File: src/rtl/nexusv_bus_arbiter_if.sv
`default_nettype none
// ============================================================================
// Module   : nexusv_bus_arbiter_if
// Brief    : nexusV system bus signal bundle; master = arbiter, slave = memory.
// Revision : 1.0
// ============================================================================
interface nexusv_bus_arbiter_if #(
    parameter int XLEN = 32
) ();
    logic [XLEN-1:0] bus_addr;
    logic [XLEN-1:0] bus_wdata;
    logic            bus_write;
    logic            bus_valid;
    logic [XLEN-1:0] bus_rdata;
    logic            bus_ready;

    modport master (
        output bus_addr,
        output bus_wdata,
        output bus_write,
        output bus_valid,
        input  bus_rdata,
        input  bus_ready
    );

    modport slave (
        input  bus_addr,
        input  bus_wdata,
        input  bus_write,
        input  bus_valid,
        output bus_rdata,
        output bus_ready
    );
endinterface
`default_nettype wire

File: src/rtl/nexusv_bus_arbiter.sv
`default_nettype none
// ============================================================================
// Module   : nexusv_bus_arbiter
// Brief    : Fetch/data bus arbiter with fetch anti-starvation and bus watchdog.
// Revision : 1.0
// ============================================================================
module nexusv_bus_arbiter #(
    parameter int XLEN         = 32,
    parameter int TIMEOUT      = 16,
    parameter int MAX_D_STREAK = 4
) (
    input  wire                  clk,
    input  wire                  rst,
    input  wire                  f_req,
    input  wire  [XLEN-1:0]      f_addr,
    output logic                 f_done,
    output logic [XLEN-1:0]      f_rdata,
    output logic                 f_err,
    input  wire                  d_req,
    input  wire  [XLEN-1:0]      d_addr,
    input  wire  [XLEN-1:0]      d_wdata,
    input  wire                  d_write,
    output logic                 d_done,
    output logic [XLEN-1:0]      d_rdata,
    output logic                 d_err,
    nexusv_bus_arbiter_if.master bus,
    output logic                 busy
);

    localparam int STREAK_W = $clog2(MAX_D_STREAK + 1);
    localparam int WD_W     = (TIMEOUT > 1) ? $clog2(TIMEOUT) : 1;
    localparam logic [STREAK_W-1:0] STREAK_MAX = STREAK_W'(MAX_D_STREAK);
    localparam logic [WD_W-1:0]     WD_LAST    = WD_W'(TIMEOUT - 1);
    localparam bit                  WDOG_EN    = (TIMEOUT != 0);

    typedef enum logic [1:0] {
        IDLE   = 2'd0,
        BUSY_F = 2'd1,
        BUSY_D = 2'd2
    } state_t;

    state_t                state;
    state_t                state_nxt;
    logic [XLEN-1:0]       addr_q;
    logic [XLEN-1:0]       wdata_q;
    logic                  write_q;
    logic [STREAK_W-1:0]   streak;
    logic [WD_W-1:0]       wdog;
    logic                  grant_f;
    logic                  grant_d;
    logic                  finish;
    logic                  abort;

    always_comb begin
        state_nxt = state;
        grant_f   = 1'b0;
        grant_d   = 1'b0;
        finish    = 1'b0;
        abort     = 1'b0;
        case (state)
            IDLE: begin
                // Data wins unless fetch has already waited out a full streak.
                if (d_req && !(f_req && (streak == STREAK_MAX))) begin
                    grant_d   = 1'b1;
                    state_nxt = BUSY_D;
                end else if (f_req) begin
                    grant_f   = 1'b1;
                    state_nxt = BUSY_F;
                end
            end
            BUSY_F, BUSY_D: begin
                if (bus.bus_ready) begin
                    finish    = 1'b1;
                    state_nxt = IDLE;
                end else if (WDOG_EN && (wdog == WD_LAST)) begin
                    abort     = 1'b1;
                    state_nxt = IDLE;
                end
            end
            default: state_nxt = IDLE;
        endcase
    end

    always_ff @(posedge clk or posedge rst) begin
        if (rst) begin
            state   <= IDLE;
            addr_q  <= '0;
            wdata_q <= '0;
            write_q <= 1'b0;
            streak  <= '0;
            wdog    <= '0;
            f_done  <= 1'b0;
            f_err   <= 1'b0;
            f_rdata <= '0;
            d_done  <= 1'b0;
            d_err   <= 1'b0;
            d_rdata <= '0;
        end else begin
            state   <= state_nxt;
            f_done  <= 1'b0;
            f_err   <= 1'b0;
            f_rdata <= '0;
            d_done  <= 1'b0;
            d_err   <= 1'b0;
            d_rdata <= '0;

            if (grant_d) begin
                addr_q  <= d_addr;
                wdata_q <= d_wdata;
                write_q <= d_write;
                wdog    <= '0;
                if (!f_req) begin
                    streak <= '0;
                end else if (streak != STREAK_MAX) begin
                    streak <= streak + 1'b1;
                end
            end

            if (grant_f) begin
                addr_q  <= f_addr;
                wdata_q <= '0;
                write_q <= 1'b0;
                wdog    <= '0;
                streak  <= '0;
            end

            if ((state != IDLE) && !bus.bus_ready) begin
                wdog <= wdog + 1'b1;
            end

            // Results are zero on timeout; store completions return zero data.
            if (finish || abort) begin
                write_q <= 1'b0;
                if (state == BUSY_F) begin
                    f_done  <= 1'b1;
                    f_err   <= abort;
                    f_rdata <= finish ? bus.bus_rdata : '0;
                end else begin
                    d_done  <= 1'b1;
                    d_err   <= abort;
                    d_rdata <= (finish && !write_q) ? bus.bus_rdata : '0;
                end
            end
        end
    end

    assign bus.bus_valid = (state != IDLE);
    assign bus.bus_addr  = addr_q;
    assign bus.bus_wdata = wdata_q;
    assign bus.bus_write = write_q;
    assign busy          = (state != IDLE);

endmodule
`default_nettype wire
File: src/flat_wrapper.sv
// flat-port wrapper written by rule: the top's interface ports become plain ports
module nexusv_bus_arbiter_flat 
#(
    parameter int XLEN         = 32,
    parameter int TIMEOUT      = 16,
    parameter int MAX_D_STREAK = 4
)
  (clk, rst, f_req, f_addr, f_done, f_rdata, f_err, d_req, d_addr, d_wdata, d_write, d_done, d_rdata, d_err, busy, bus_bus_addr, bus_bus_wdata, bus_bus_write, bus_bus_valid, bus_bus_rdata, bus_bus_ready);
  nexusv_bus_arbiter_if #(.XLEN(XLEN)) bus_i ();
  input  wire clk;
  input  wire rst;
  input  wire f_req;
  input  wire  [XLEN-1:0] f_addr;
  output logic f_done;
  output logic [XLEN-1:0] f_rdata;
  output logic f_err;
  input  wire d_req;
  input  wire  [XLEN-1:0] d_addr;
  input  wire  [XLEN-1:0] d_wdata;
  input  wire d_write;
  output logic d_done;
  output logic [XLEN-1:0] d_rdata;
  output logic d_err;
  output logic busy;
  output wire logic [$bits(bus_i.bus_addr)-1:0] bus_bus_addr;
  output wire logic [$bits(bus_i.bus_wdata)-1:0] bus_bus_wdata;
  output wire logic [$bits(bus_i.bus_write)-1:0] bus_bus_write;
  output wire logic [$bits(bus_i.bus_valid)-1:0] bus_bus_valid;
  input wire logic [$bits(bus_i.bus_rdata)-1:0] bus_bus_rdata;
  input wire logic [$bits(bus_i.bus_ready)-1:0] bus_bus_ready;
  assign bus_bus_addr = bus_i.bus_addr;
  assign bus_bus_wdata = bus_i.bus_wdata;
  assign bus_bus_write = bus_i.bus_write;
  assign bus_bus_valid = bus_i.bus_valid;
  assign bus_i.bus_rdata = bus_bus_rdata;
  assign bus_i.bus_ready = bus_bus_ready;
  nexusv_bus_arbiter #(.XLEN(XLEN), .TIMEOUT(TIMEOUT), .MAX_D_STREAK(MAX_D_STREAK)) u_core (.clk(clk), .rst(rst), .f_req(f_req), .f_addr(f_addr), .f_done(f_done), .f_rdata(f_rdata), .f_err(f_err), .d_req(d_req), .d_addr(d_addr), .d_wdata(d_wdata), .d_write(d_write), .d_done(d_done), .d_rdata(d_rdata), .d_err(d_err), .bus(bus_i), .busy(busy));
endmodule
File: config.mk
export PLATFORM = sky130hd
export DESIGN_NAME = nexusv_bus_arbiter_flat
export DESIGN_NICKNAME = d
export VERILOG_FILES = /design/src/rtl/nexusv_bus_arbiter_if.sv /design/src/rtl/nexusv_bus_arbiter.sv /design/src/flat_wrapper.sv
export SDC_FILE = /design/constraint.sdc
export NUM_CORES = 1
export LEC_CHECK = 0
export CAP_MARGIN = 10
export CORE_MARGIN = 5
export CORE_UTILIZATION = 25
export DETAILED_ROUTE_END_ITERATION = 10
export HOLD_SLACK_MARGIN = 0.15
export RECOVER_POWER = 100
export SYNTH_ARGS = -nofsm -noshare
export SYNTH_HDL_FRONTEND = slang
export SYNTH_SLANG_ARGS = --single-unit
export TNS_END_PERCENT = 30
File: constraint.sdc
create_clock -name clk -period 9.2 [get_ports clk]
set_input_delay 1.84 -clock clk [delete_from_list [all_inputs] [get_ports clk]]
set_output_delay 1.84 -clock clk [all_outputs]
set_load 0.05 [all_outputs]
==> run summary, run 1 <==
The total overflow left after global routing is 0. The tools report the via count of the first global-routing pass as 4718. Fraction of the mapped netlist area in adder cells: 0.0118. The fraction of the mapped netlist area in simple logic gates came out at 0.145.

For the number of antenna violations at the first check in global routing, the log shows 1. The highest ir drop seen on vdd was 0.113 mV; the count of flip-flops with a built-in enable after synthesis was 0. The multi-input logic area was 1570 µm². After synthesis, the cell types taking the most area are sky130_fd_sc_hd__dfrtp_1 (67%), sky130_fd_sc_hd__and2_1 (11%), sky130_fd_sc_hd__a221o_1 (6.1%). The die is 155 µm tall.

The cell family contributing the most delay on the critical path is buffers and inverters. The average cell area after synthesis is 13.6 µm². The run gives 0 as the hold violation count in the final report. The smallest clock period supported by the final layout is computed as 5.60 ns.

The first detailed-routing pass ran for 4 iterations. The Yosys step of the flow raised 0 warnings. The relative slew slack is -0.961, and the final count of negative-setup-slack endpoints is 0.

The run gives 795 as the final net count. The clock-pin slew on the worst setup and hold paths was 0.06 ns; the arrival time reported for the critical path endpoint was 5.75 ns. The post-synthesis mux area share is 0.00213, and the count of boundary I/O pins is 269. Summed over all cells, the static leakage comes to 4.12 nW. The overall routed net length is 16500 µm.

For the violation count after the first detailed-route iteration, the log shows 100. The post-synthesis compound-gate area fraction works out to 0.133. The ratio of cells with drive above 1 in the final layout is 0.0613, and the register area share after synthesis is 0.672. The final max-slew violation count was 211.

Max-cap check violation count: 3. The die covers 24200 µm². The repair_antennas step left the layout with diodes totalling 0. Synthesized area: 5290 µm². The total area inside the core boundary comes to 21000 µm². Entering global routing, the biggest net connects 78 pins. The sequential cell area in the final layout is 3550 µm², and the largest stage delay on the critical path is 1.64 ns.

From left edge to right edge, the die measures 155 µm. Traced cell by cell, the critical path runs through dlygate4sd3_1 > clkinvlp_2 > clkbuf_2. At the end of routability-driven placement, the weighted congestion stood at 0.881. The later pin in the worst-skew pair is clocked with a latency of 0.42 ns. The final reports fail on max-capacitance violations, max-slew violations.

The wire length of the first global-routing pass was 25900 µm; the worst slack after detailed placement was 5.23 ns. The share of the clock period used by the worst path works out to 0.609. The netlist uses 31 different library cells. The tools report the root cell of the clock tree as sky130_fd_sc_hd__clkbuf_16. The area growth from synthesis to final layout was 66.6%. The flow ran to the end, but the final reports show violations. The total setup buffers inserted after CTS was 0. For this design the ratio of total power to cell area is 339 nW/µm². By area, the combinational part of the netlist is dominated by simple AND/OR/NAND/NOR gates. For this run, design rule violations remaining after detail routing come to 0. The number of inserted filler cells in the final layout came out at 2000. Path category of the worst min-delay check: reg -> reg. In this run the remaining antenna-violating nets after routing total 0. The H-tree was split into 4 levels.

The design draws 2.99 mW. The per-cell routed wire length was 17.5 µm; the number of vias per cell after detailed routing was 4.46. Buffers placed on the I/O ports in this run total 268. Clock tree synthesis inserted a total of 17 buffers. Summed over all nets, the half-perimeter wirelength after detailed placement is 12100 µm.

The slew at the pin with the worst max-slew slack came out at 2.93 ns. The synthesized design contains 142 register bits. The worst setup path is captured at an async pin. The tree built by TritonCTS fans out to 142 sinks. The most used flip-flop cell after synthesis is sky130_fd_sc_hd__dfrtp_1. For the instance count of the mapped netlist, the log shows 389. The worst setup path is launched from a primary input. Derived from the worst setup path, the maximum achievable clock frequency is 0.178 GHz. The routed layout has 4206 vias. Between clock sinks in the finished design, the worst skew comes to 0.0113 ns.

Aggregate global-route resource usage: 0.137. The biggest fanout along the worst timing path was 77. TritonCTS built the clock tree. In the final timing run, aggregate negative setup slack is 0 ns. The worst setup path is of the in -> async kind. On the critical path, the stage with the largest delay is an instance of sky130_fd_sc_hd__clkinvlp_2. The critical path required time is 9.35 ns. The logs give 2 for the clock tree buffer depth and 528 for the synthesized net count. Once routing completed, OpenROAD measured the worst setup slack at 3.60 ns.

The post-synthesis async set-or-reset flop share was 1.00; the xor-xnor portion of the synthesized cell area was 0.00331. The final worst hold slack was 0.498 ns. Area fraction of the dominant cell type after synthesis: 0.672. Setup repair after global routing left no endpoint under its margin.

After detailed routing, the wire length on met1 is 6280 µm. Post-cts repair resize count: 0. The largest total area in the synthesized netlist belongs to sky130_fd_sc_hd__dfrtp_1. For the row count, the log shows 53. The routed design uses 8090 µm of met2 wire.

Counting both buffers and inverters, the worst setup path holds a total of 3. Buffers inserted to repair hold after CTS numbered 0. The top routing layer in use was met5. The run gives 1680 µm as the met3 routed wirelength.

The run gives 0.252 as the starting density of the core.
-- Yosys cell counts, drive strengths merged (2+ instances only) --
| cell type | instances |
|---|---|
| dfrtp | 142 |
| and2 | 97 |
| a22o | 34 |
| a221o | 32 |
| buf | 16 |
| nand2 | 10 |
| clkbuf | 9 |
| inv | 7 |
| nand3 | 6 |
| o21ai | 6 |
| ha | 5 |
| and3 | 4 |
| nor2 | 4 |
| nand2b | 2 |
| o221ai | 2 |
| or2 | 2 |
-- sequential cells by signal, summed over array words and instances (netlist names) --
signal and count:
u_core.bus.bus_addr 32, u_core.bus.bus_wdata 32, u_core.bus.bus_write 1, u_core.d_done 1, u_core.d_err 1, u_core.d_rdata 32
u_core.f_done 1, u_core.f_err 1, u_core.f_rdata 32, u_core.state 2, u_core.streak 3, u_core.wdog 4
-- kinds of logic (layout without fill, tap and decap cells) --
logic type               Yosys count  count (layout)
AND/OR/NAND/NOR                  129             129
buffers and inverters             32             312
flip-flops                       142             142
multiplexers                       1               1
AO/OA/AOI/OAI                     78              78
XOR/XNOR                           2               2
adder cells (fa/ha/maj)            5               5
-- placed cells by master, fill, tap and decap left out, drive strengths merged --
master / count
a21boi: 1
a221o: 32
a22o: 34
a32o: 1
and2: 97
and3: 4
buf: 2
bufinv: 2
clkbuf: 24
clkdlybuf4s50: 130
clkinv: 2
clkinvlp: 5
dfrtp: 142
dlygate4sd3: 138
ha: 5
inv: 9
mux2: 1
nand2: 10
nand2b: 2
nand3: 6
nand3b: 1
nand4: 1
nor2: 4
nor2b: 1
nor3: 1
o2111a: 1
o21a: 1
o21ai: 6
o221ai: 2
or2: 2
xnor2: 1
xor2: 1
-- metal layers --
layer  global-route usage  up-vias
li1                     -     1900
met1                0.155     2082
met2                0.223      186
met3               0.0637       36
met4               0.0563        2
met5                    0        -
-- cell type report --
cell class,count,area share
sequential,142,0.403
timing repair buffer,273,0.309
multi-input combinational,215,0.178
clock buffer,21,0.0534
tap,275,0.0390
clock inverter,11,0.0148
inverter,7,0.00312
-- path summary, 6_finish.rpt --
check                           slack, ns  cells after the start                              endpoint                                  from
worst max-delay path                 3.60                      3          u_core.f_rdata[25]$_DFF_PP0_                                   rst
worst max register to register       5.60                      6   u_core.bus.bus_addr[15]$_DFFE_PP0P_           u_core.state[0]$_DFFE_PP0P_
worst min-delay path                 0.50                      1  u_core.bus.bus_wdata[27]$_DFFE_PP0P_  u_core.bus.bus_wdata[27]$_DFFE_PP0P_
min in group asynchronous            2.70                      2          u_core.d_rdata[24]$_DFF_PP0_                                   rst
worst min register to register       0.50                      1  u_core.bus.bus_wdata[27]$_DFFE_PP0P_  u_core.bus.bus_wdata[27]$_DFFE_PP0P_
max in group clk                     4.03                      5   u_core.bus.bus_addr[15]$_DFFE_PP0P_                                 f_req
-- stage by stage --
stage                util  instances  area, µm²
CTS                 0.421        943       8820
global route        0.421        944       8810
finish              0.421        944       8810
floorplan               -        389       5290
global placement    0.392        911       8220
detailed placement  0.392        911       8220
-- where the power goes --
group | switching (mW) | internal [mW]
logic | 0.936 | 0.456
clock network | 0.272 | 0.423
registers | 0.0939 | 0.807
-- worst register-to-register path, cell delays in order (launching register included) --
cell	delay (ns)
sky130_fd_sc_hd__dfrtp_1	0.40
sky130_fd_sc_hd__inv_1	0.06
sky130_fd_sc_hd__ha_1	0.33
sky130_fd_sc_hd__o21ai_0	0.35
sky130_fd_sc_hd__clkbuf_1	1.95
sky130_fd_sc_hd__and2_0	0.32
sky130_fd_sc_hd__a221o_1	0.13
No activity file was read; power rests on OpenSTA's default activity.
==> inputs of run 2 (changes only) <==
==> constraint.sdc (replaced) <==
create_clock -name clk -period 5.8 [get_ports clk]
set_input_delay 1.16 -clock clk [delete_from_list [all_inputs] [get_ports clk]]
set_output_delay 1.16 -clock clk [all_outputs]
set_load 0.05 [all_outputs]
==> run 2 against run 1 <==
The run still ends with max-capacitance violations, max-slew violations left. Final area barely moved. Sequential cell count stayed put. Critical path depth stayed put. Worst hold slack gained 0.0035 ns. Clock power rose by 63%. Worst setup slack worse by 1.6 ns. Global-route usage shrank 0.27 points. Register-to-register slack worse by 2.1 ns.
==> run summary, run 2 (synthesized netlist as in run 1, its figures left out) <==
The sum of overflow across all layers after global routing came out at 0 (unchanged). TritonCTS built the clock tree. The number of buffer and inverter stages on the critical path is 3 (unchanged). The startpoint of the lowest-slack hold path is u_core.bus.bus_wdata[8]$_DFFE_PP0P_. Number of input and output port buffers inserted: 268 (unchanged).

The layer flagged by global routing as most heavily used is met2. The worst hold path depth came out at 1 (unchanged). The number of vias per cell after detailed routing is 4.39 (-1.5%). Post-route DRC violation count: 0 (unchanged). The startpoint type of the worst setup path is a primary input.

The area growth from synthesis to final layout came out at 66.7% (about the same). Setup repair after global routing left no endpoint under its margin. The net switching power of the design is 2.08 mW (+59%). Total die area: 24200 µm² (unchanged).

The maximum level of the CTS H-tree came out at 4 (unchanged). Count of boundary I/O pins: 269 (unchanged). The wire length of the first global-routing pass came out at 25400 µm (-1.7%).

STA classifies the critical path endpoint as an async pin. The logs give 16400 µm (-0.63%) for the overall routed net length and 4 (unchanged) for the detailed-router iteration count before antenna repair. The per-cell routed wire length works out to 17.4 µm (-0.63%). Final net count: 795 (unchanged). Final max-slew violation count: 79 (-63%). The reg-to-reg critical path startpoint is u_core.state[1]$_DFFE_PP0P_. The slew at the pin with the worst max-slew slack is 3.43 ns (+0.501 ns), and the total inserted antenna cells is 0 (unchanged).

Final critical path time including I/O delays and setup: 3.85 ns. For the sequential share of power, the log shows 0.300 (about the same). The tools report the global-route met1 utilization as 0.157 (+0.00107).

The count of cells along the worst register-to-register path came out at 4 (-2). The biggest fanout along the worst timing path works out to 78 (+1.3%). The tools report the routability-driven placement congestion ratio as 0.912 (+3.6%). The logs give 0.134 (-0.00265) for the aggregate global-route resource usage and 17 (unchanged) for the number of buffers added by the clock tree synthesis step. The largest net degree at the start of global routing is 79 (+1.3%), and the final setup skew is 0.00616 ns (-0.00515 ns). The signal on the critical path passes through dlygate4sd3_1 > clkinvlp_2 > buf_4. The violation count after the first detailed-route iteration was 134 (+34%). For the post-route total power, the log shows 4.76 mW (+59%).

Clock-pin slew on the worst setup and hold paths: 0.06 ns (about the same). For the number of nets with antenna violations after detailed routing, the log shows 0 (unchanged). The count of vias placed by the detailed router was 4143 (-1.5%); the highest ir drop seen on vdd was 0.202 mV (+78%).

The tools report the met3 track demand over resource as 0.0620 (-0.00167). The via count of the first global-routing pass was 4496 (-4.7%); the static leakage was 4.14 nW (+0.45%). The slowest cell on the critical path was sky130_fd_sc_hd__clkinvlp_2. The share of the clock period used by the worst path was 0.664. The worst hold path terminates at u_core.bus.bus_wdata[8]$_DFFE_PP0P_. The switching power share of the total is 0.436 (about the same). The logs give 1 (-2) for the max-cap check violation count and 142 (unchanged) for the number of sinks handled by clock tree synthesis. The total setup buffers inserted after CTS came out at 0 (unchanged).

For the post-cts repair resize count, the log shows 0 (unchanged). X dimension of the die: 155 µm (unchanged). The kind of cell adding the most delay to the critical path is buffers and inverters. The setup total negative slack was 0 ns (unchanged). The tightest min-delay check is of the reg -> reg type. The tools report the setup slack on the worst flop-to-flop path as 3.45 ns (-2.15 ns). The logs give 21000 µm² (unchanged) for the total core area and 0.463 (-0.003) for the relative contribution of combinational cells to total power.

The arrival time reported for the critical path endpoint was 4.38 ns (-1.37 ns). The hold violation count in the final report is 0 (unchanged). For the met2 track utilization from global routing, the log shows 0.217 (-0.00598). The starting density of the core is 0.252 (unchanged), and the ratio of cells with drive above 1 in the final layout is 0.0643 (+0.00299). The clock network power share came out at 0.237 (+0.004). The checks that failed: max-capacitance violations, max-slew violations. The root cell of the clock tree was sky130_fd_sc_hd__clkbuf_16. The commonest non-fill, non-tap cell in the layout was sky130_fd_sc_hd__dfrtp_1. The number of hold-repair buffers added at the cts stage was 0 (unchanged).

The largest stage delay on the critical path came out at 1.93 ns (+0.29 ns). The run gives 6.33 ns (-3.02 ns) as the critical path required time. The clock tree buffer depth came out at 2 (unchanged). The run gives 53 (unchanged) as the row count. The y dimension of the die was 155 µm (unchanged); the latest clock arrival within the worst-skew pair was 0.41 ns (about the same). The critical setup path kind is in -> async. The relative slew slack is -1.30 (-0.336).

The library cells used most frequently in the layout, excluding fill and tap cells, are sky130_fd_sc_hd__dfrtp_1 (142), sky130_fd_sc_hd__dlygate4sd3_1 (138), sky130_fd_sc_hd__clkdlybuf4s50_1 (130), sky130_fd_sc_hd__and2_0 (55), sky130_fd_sc_hd__and2_1 (42). The HPWL reported at the end of detailed placement is 12000 µm (-0.45%). The flow ran to the end, but the final reports show violations. Power density over the cells: 540 nW/µm² (+59%). The run gives 0 (unchanged) as the final count of negative-setup-slack endpoints. The endpoint identified for the worst register-to-register timing path is u_core.bus.bus_addr[30]$_DFFE_PP0P_. The number of antenna violations at the first check in global routing is 1 (unchanged). The highest clock frequency the design can meet is 0.260 GHz, and the internal power consumption is 2.68 mW (+59%).
[run 2: changes by cell type in the layout (fill, tap and decap cells not counted), sizes merged]
cell | before | now
inv | 9 | 11
clkinvlp | 5 | 4
clkinv | 2 | 4
buf | 2 | 4
bufinv | 2 | 3
clkbuf | 24 | 18
[run 2: per-layer routing]
| layer | wire length [µm] | part of all wire |
|---|---|---|
| met1 | 6420 | 0.39 |
| met2 | 7930 | 0.48 |
| met3 | 1680 | 0.10 |
| met4 | 389 | 0.024 |
| met5 | 13 | 0.00079 |
[run 2: how the worst max path moves through the flow]
stage | start | to | slack [ns] | cells past startpoint
2_1_floorplan | rst | u_core.bus.bus_addr[0]$_DFFE_PP0P_ | 0.83 | 1
3_3_place_gp | f_req | u_core.bus.bus_addr[14]$_DFFE_PP0P_ | 2.63 | 4
3_5_place_dp | f_req | u_core.bus.bus_addr[21]$_DFFE_PP0P_ | 2.52 | 4
4_1_cts | u_core.state[1]$_DFFE_PP0P_ | bus_bus_valid | 2.42 | 4
5_1_grt | rst | u_core.d_rdata[15]$_DFF_PP0_ | 1.29 | 3
6_report | rst | u_core.f_rdata[15]$_DFF_PP0_ | 1.95 | 3
[run 2: area by class of cell]
class | count | area [µm²]
timing repair buffer | 273 | 2720
sequential | 142 | 3550
tap | 275 | 344
clock inverter | 15 | 186
clock buffer | 17 | 425
fill | 1990 | 12100
multi-input combinational | 215 | 1570
inverter | 7 | 27.5
[run 2: through the flow]
step                      utilization  cells  hold slack, ns  area [µm²]  setup slack (ns)
final                           0.421    944           0.502        8820              1.95
after global routing            0.421    944           0.524        8820              1.29
after CTS                       0.422    944           0.510        8840              2.42
after detailed placement        0.393    912           0.490        8230              2.52
after global placement          0.393    912           0.488        8230              2.63
after floorplan                     -    389           0.473        5290             0.830
[run 2: power by group through the flow]
stage	Sequential, mW	Clock [mW]	Combinational, mW
finish	1.43	1.13	2.20
floorplan	2.38	0	0.586
global route	1.46	1.21	2.32
detailed placement	1.45	0	2.34
CTS	1.44	1.17	2.35
global placement	1.45	0	2.30
==> inputs of run 3 (changes only) <==
==> constraint.sdc (replaced) <==
create_clock -name clk -period 4.05 [get_ports clk]
set_input_delay 0.81 -clock clk [delete_from_list [all_inputs] [get_ports clk]]
set_output_delay 0.81 -clock clk [all_outputs]
set_load 0.05 [all_outputs]
==> run 3 against run 2 <==
The run still ends with max-capacitance violations, max-slew violations left. Power up 45%. Utilization is 0.26 points higher. Sequential share of layout area down 0.25 points. Critical path depth up 2. Die area unchanged. Wire length is 1.2% lower. First-iteration DRC count stayed put.
==> run summary, run 3 (synthesized netlist as in run 1, its figures left out) <==
The run finished, with violations left. The final reports fail on max-capacitance violations, max-slew violations. The post-route DRC violation count came out at 0 (unchanged). Total die area: 24200 µm² (unchanged). The number of vias per cell after detailed routing is 4.39 (about the same), and the overall routed net length is 16200 µm (-1.2%).

The critical path required time is 4.39 ns (-1.94 ns), and the largest net degree at the start of global routing is 75 (-5.1%). The setup total negative slack is 0 ns (unchanged). The biggest fanout along the worst timing path works out to 27 (-65%).

The post-route total power came out at 6.89 mW (+45%). For the number of inserted filler cells in the final layout, the log shows 2013 (+1.2%). The tools report the final net count as 799 (+0.50%). The run gives 0.789 (-13%) as the routability-driven placement congestion ratio. The tools report the hold violation count in the final report as 0 (unchanged).

STA classifies the critical path startpoint as a primary input. For the static leakage, the log shows 4.16 nW (+0.39%). The clock tree buffer depth is 2 (unchanged), and the final worst hold slack is 0.503 ns (+0.00166 ns). For the number of nets with antenna violations after detailed routing, the log shows 0 (unchanged). The switching power share of the total was 0.435 (-0.00140); the per-cell routed wire length was 17.1 µm (-1.6%). For the clock network power share, the log shows 0.243 (+0.006). Derived from the worst setup path, the maximum achievable clock frequency is 0.300 GHz. The tools report the total inserted antenna cells as 0 (unchanged).

The final instance count without filler cells was 948 (+0.42%); the y dimension of the die was 155 µm (unchanged). The via count of the first global-routing pass was 4520 (+0.53%). The logs give 0.130 (-0.00406) for the aggregate global-route resource usage and 0.280 mV (+39%) for the highest ir drop seen on vdd. The area growth from synthesis to final layout works out to 67.8%. Clock-pin slew on the worst setup and hold paths: 0.06 ns (about the same). Setup repair after global routing left no endpoint under its margin. The sequential share of power was 0.294 (-0.006); the sequential cell area in the final layout was 3550 µm² (unchanged). The number of antenna violations at the first check in global routing is 1 (unchanged).

The number of hold-repair buffers added at the cts stage is 0 (unchanged). The slew at the pin with the worst max-slew slack was 1.89 ns (-1.54 ns); the final critical path time including I/O delays and setup was 3.34 ns. The tools report the arrival time reported for the critical path endpoint as 3.68 ns (-0.70 ns). The tightest min-delay check is of the reg -> reg type. The critical setup path kind is in -> reg. The count of vias placed by the detailed router was 4159 (+0.39%). The share of the clock period used by the worst path is 0.824, and the number of buffers added by the clock tree synthesis step is 17 (unchanged).

The ratio of cells with drive above 1 in the final layout is 0.0669 (+0.00259). The total setup buffers inserted after CTS was 0 (unchanged); the starting density of the core was 0.252 (unchanged). The power density over the cells was 776 nW/µm² (+44%). The placed cell count came out at 916 (+0.44%). The worst hold path depth was 1 (unchanged); the x dimension of the die was 155 µm (unchanged). The logs give 11900 µm (-0.63%) for the HPWL reported at the end of detailed placement and 0 (unchanged) for the post-cts repair resize count.

STA classifies the critical path endpoint as a register. Maximum level of the CTS H-tree: 4 (unchanged). The max-cap check violation count is 1 (unchanged). For the total core area, the log shows 21000 µm² (unchanged). The latest clock arrival within the worst-skew pair came out at 0.41 ns (about the same). The library cells used most frequently in the layout, excluding fill and tap cells, are sky130_fd_sc_hd__dfrtp_1 (142), sky130_fd_sc_hd__dlygate4sd3_1 (138), sky130_fd_sc_hd__clkdlybuf4s50_1 (130), sky130_fd_sc_hd__and2_0 (64), sky130_fd_sc_hd__a22o_1 (34).

The commonest non-fill, non-tap cell in the layout was sky130_fd_sc_hd__dfrtp_1. The logs give 3.89 mW (+45%) for the internal power consumption and 1570 µm² (unchanged) for the multi-input logic area. For the number of sinks handled by clock tree synthesis, the log shows 142 (unchanged). For the final max-slew violation count, the log shows 28 (-65%). Net switching power of the design: 2.99 mW (+44%). The relative slew slack is -0.267 (+1.03). The count of cells along the worst register-to-register path is 6 (+2), and the violation count after the first detailed-route iteration is 134 (unchanged). Clock tree synthesis selected as its root buffer the cell sky130_fd_sc_hd__clkbuf_16. For the sum of overflow across all layers after global routing, the log shows 0 (unchanged).

The run gives 53 (unchanged) as the row count. Number of input and output port buffers inserted: 268 (unchanged). The wire length of the first global-routing pass was 24700 µm (-2.8%).

TritonCTS built the clock tree. The count of boundary I/O pins is 269 (unchanged), and the detailed-router iteration count before antenna repair is 4 (unchanged). The run gives 0 (unchanged) as the final count of negative-setup-slack endpoints. The logs give 0.00973 ns (+0.00357 ns) for the final setup skew and 0.463 (about the same) for the relative contribution of combinational cells to total power.
-- run 3: cell types whose count changed in the layout (fill, tap and decap cells not counted), sizes merged --
cell	change
buf	+2
clkbuf	+4
clkinv	-2
-- run 3: path summary, 6_finish.rpt --
kind                            slack (ns)                            startpoint                                   end
min in group asynchronous             0.99                                   rst  u_core.bus.bus_wdata[19]$_DFFE_PP0P_
worst max register to register        1.39           u_core.state[0]$_DFFE_PP0P_   u_core.bus.bus_addr[14]$_DFFE_PP0P_
worst max-delay path                  0.71                                 f_req   u_core.bus.bus_addr[14]$_DFFE_PP0P_
worst min-delay path                  0.50  u_core.bus.bus_wdata[21]$_DFFE_PP0P_  u_core.bus.bus_wdata[21]$_DFFE_PP0P_
max in group asynchronous             1.86                                   rst                u_core.d_err$_DFF_PP0_
worst min register to register        0.50  u_core.bus.bus_wdata[21]$_DFFE_PP0P_  u_core.bus.bus_wdata[21]$_DFFE_PP0P_
-- run 3: final cells by class --
| class | instances | share of cell area |
|---|---|---|
| Multi-Input combinational cell | 215 | 0.177 |
| Clock inverter | 13 | 0.0202 |
| Timing Repair Buffer | 277 | 0.310 |
| Clock buffer | 19 | 0.0510 |
| Sequential cell | 142 | 0.400 |
| Inverter | 7 | 0.00310 |
| Tap cell | 275 | 0.0388 |
-- run 3: routing by layer --
metal	up-vias	track usage	share of wire
li1	1908	-	-
met1	2073	0.142	0.39
met2	170	0.231	0.50
met3	8	0.0640	0.099
met4	0	0.0250	0.0060
met5	-	0	0
-- run 3: power by group through the flow --
| stage | clock network, mW | registers, mW | logic (mW) |
|---|---|---|---|
| finish | 1.67 | 2.03 | 3.19 |
| global route | 1.80 | 2.08 | 3.34 |
| CTS | 1.73 | 2.05 | 3.40 |
| detailed placement | 0 | 2.07 | 3.39 |
| global placement | 0 | 2.06 | 3.34 |
| floorplan | 0 | 3.41 | 0.840 |
-- run 3: critical path: stages --
cell and delay, ns:
sky130_fd_sc_hd__dlygate4sd3_1 0.64, sky130_fd_sc_hd__o21ai_1 1.46, sky130_fd_sc_hd__buf_4 0.46, sky130_fd_sc_hd__and2_0 0.19, sky130_fd_sc_hd__a221o_1 0.12
-- run 3: per-stage QoR --
stage / area (µm²) / utilization / worst slack [ns]
global route: 8870 / 0.424 / 0.515
global placement: 8270 / 0.395 / 1.22
finish: 8870 / 0.424 / 0.714
detailed placement: 8270 / 0.395 / 1.14
floorplan: 5290 / - / 1.46
CTS: 8900 / 0.425 / 1.04
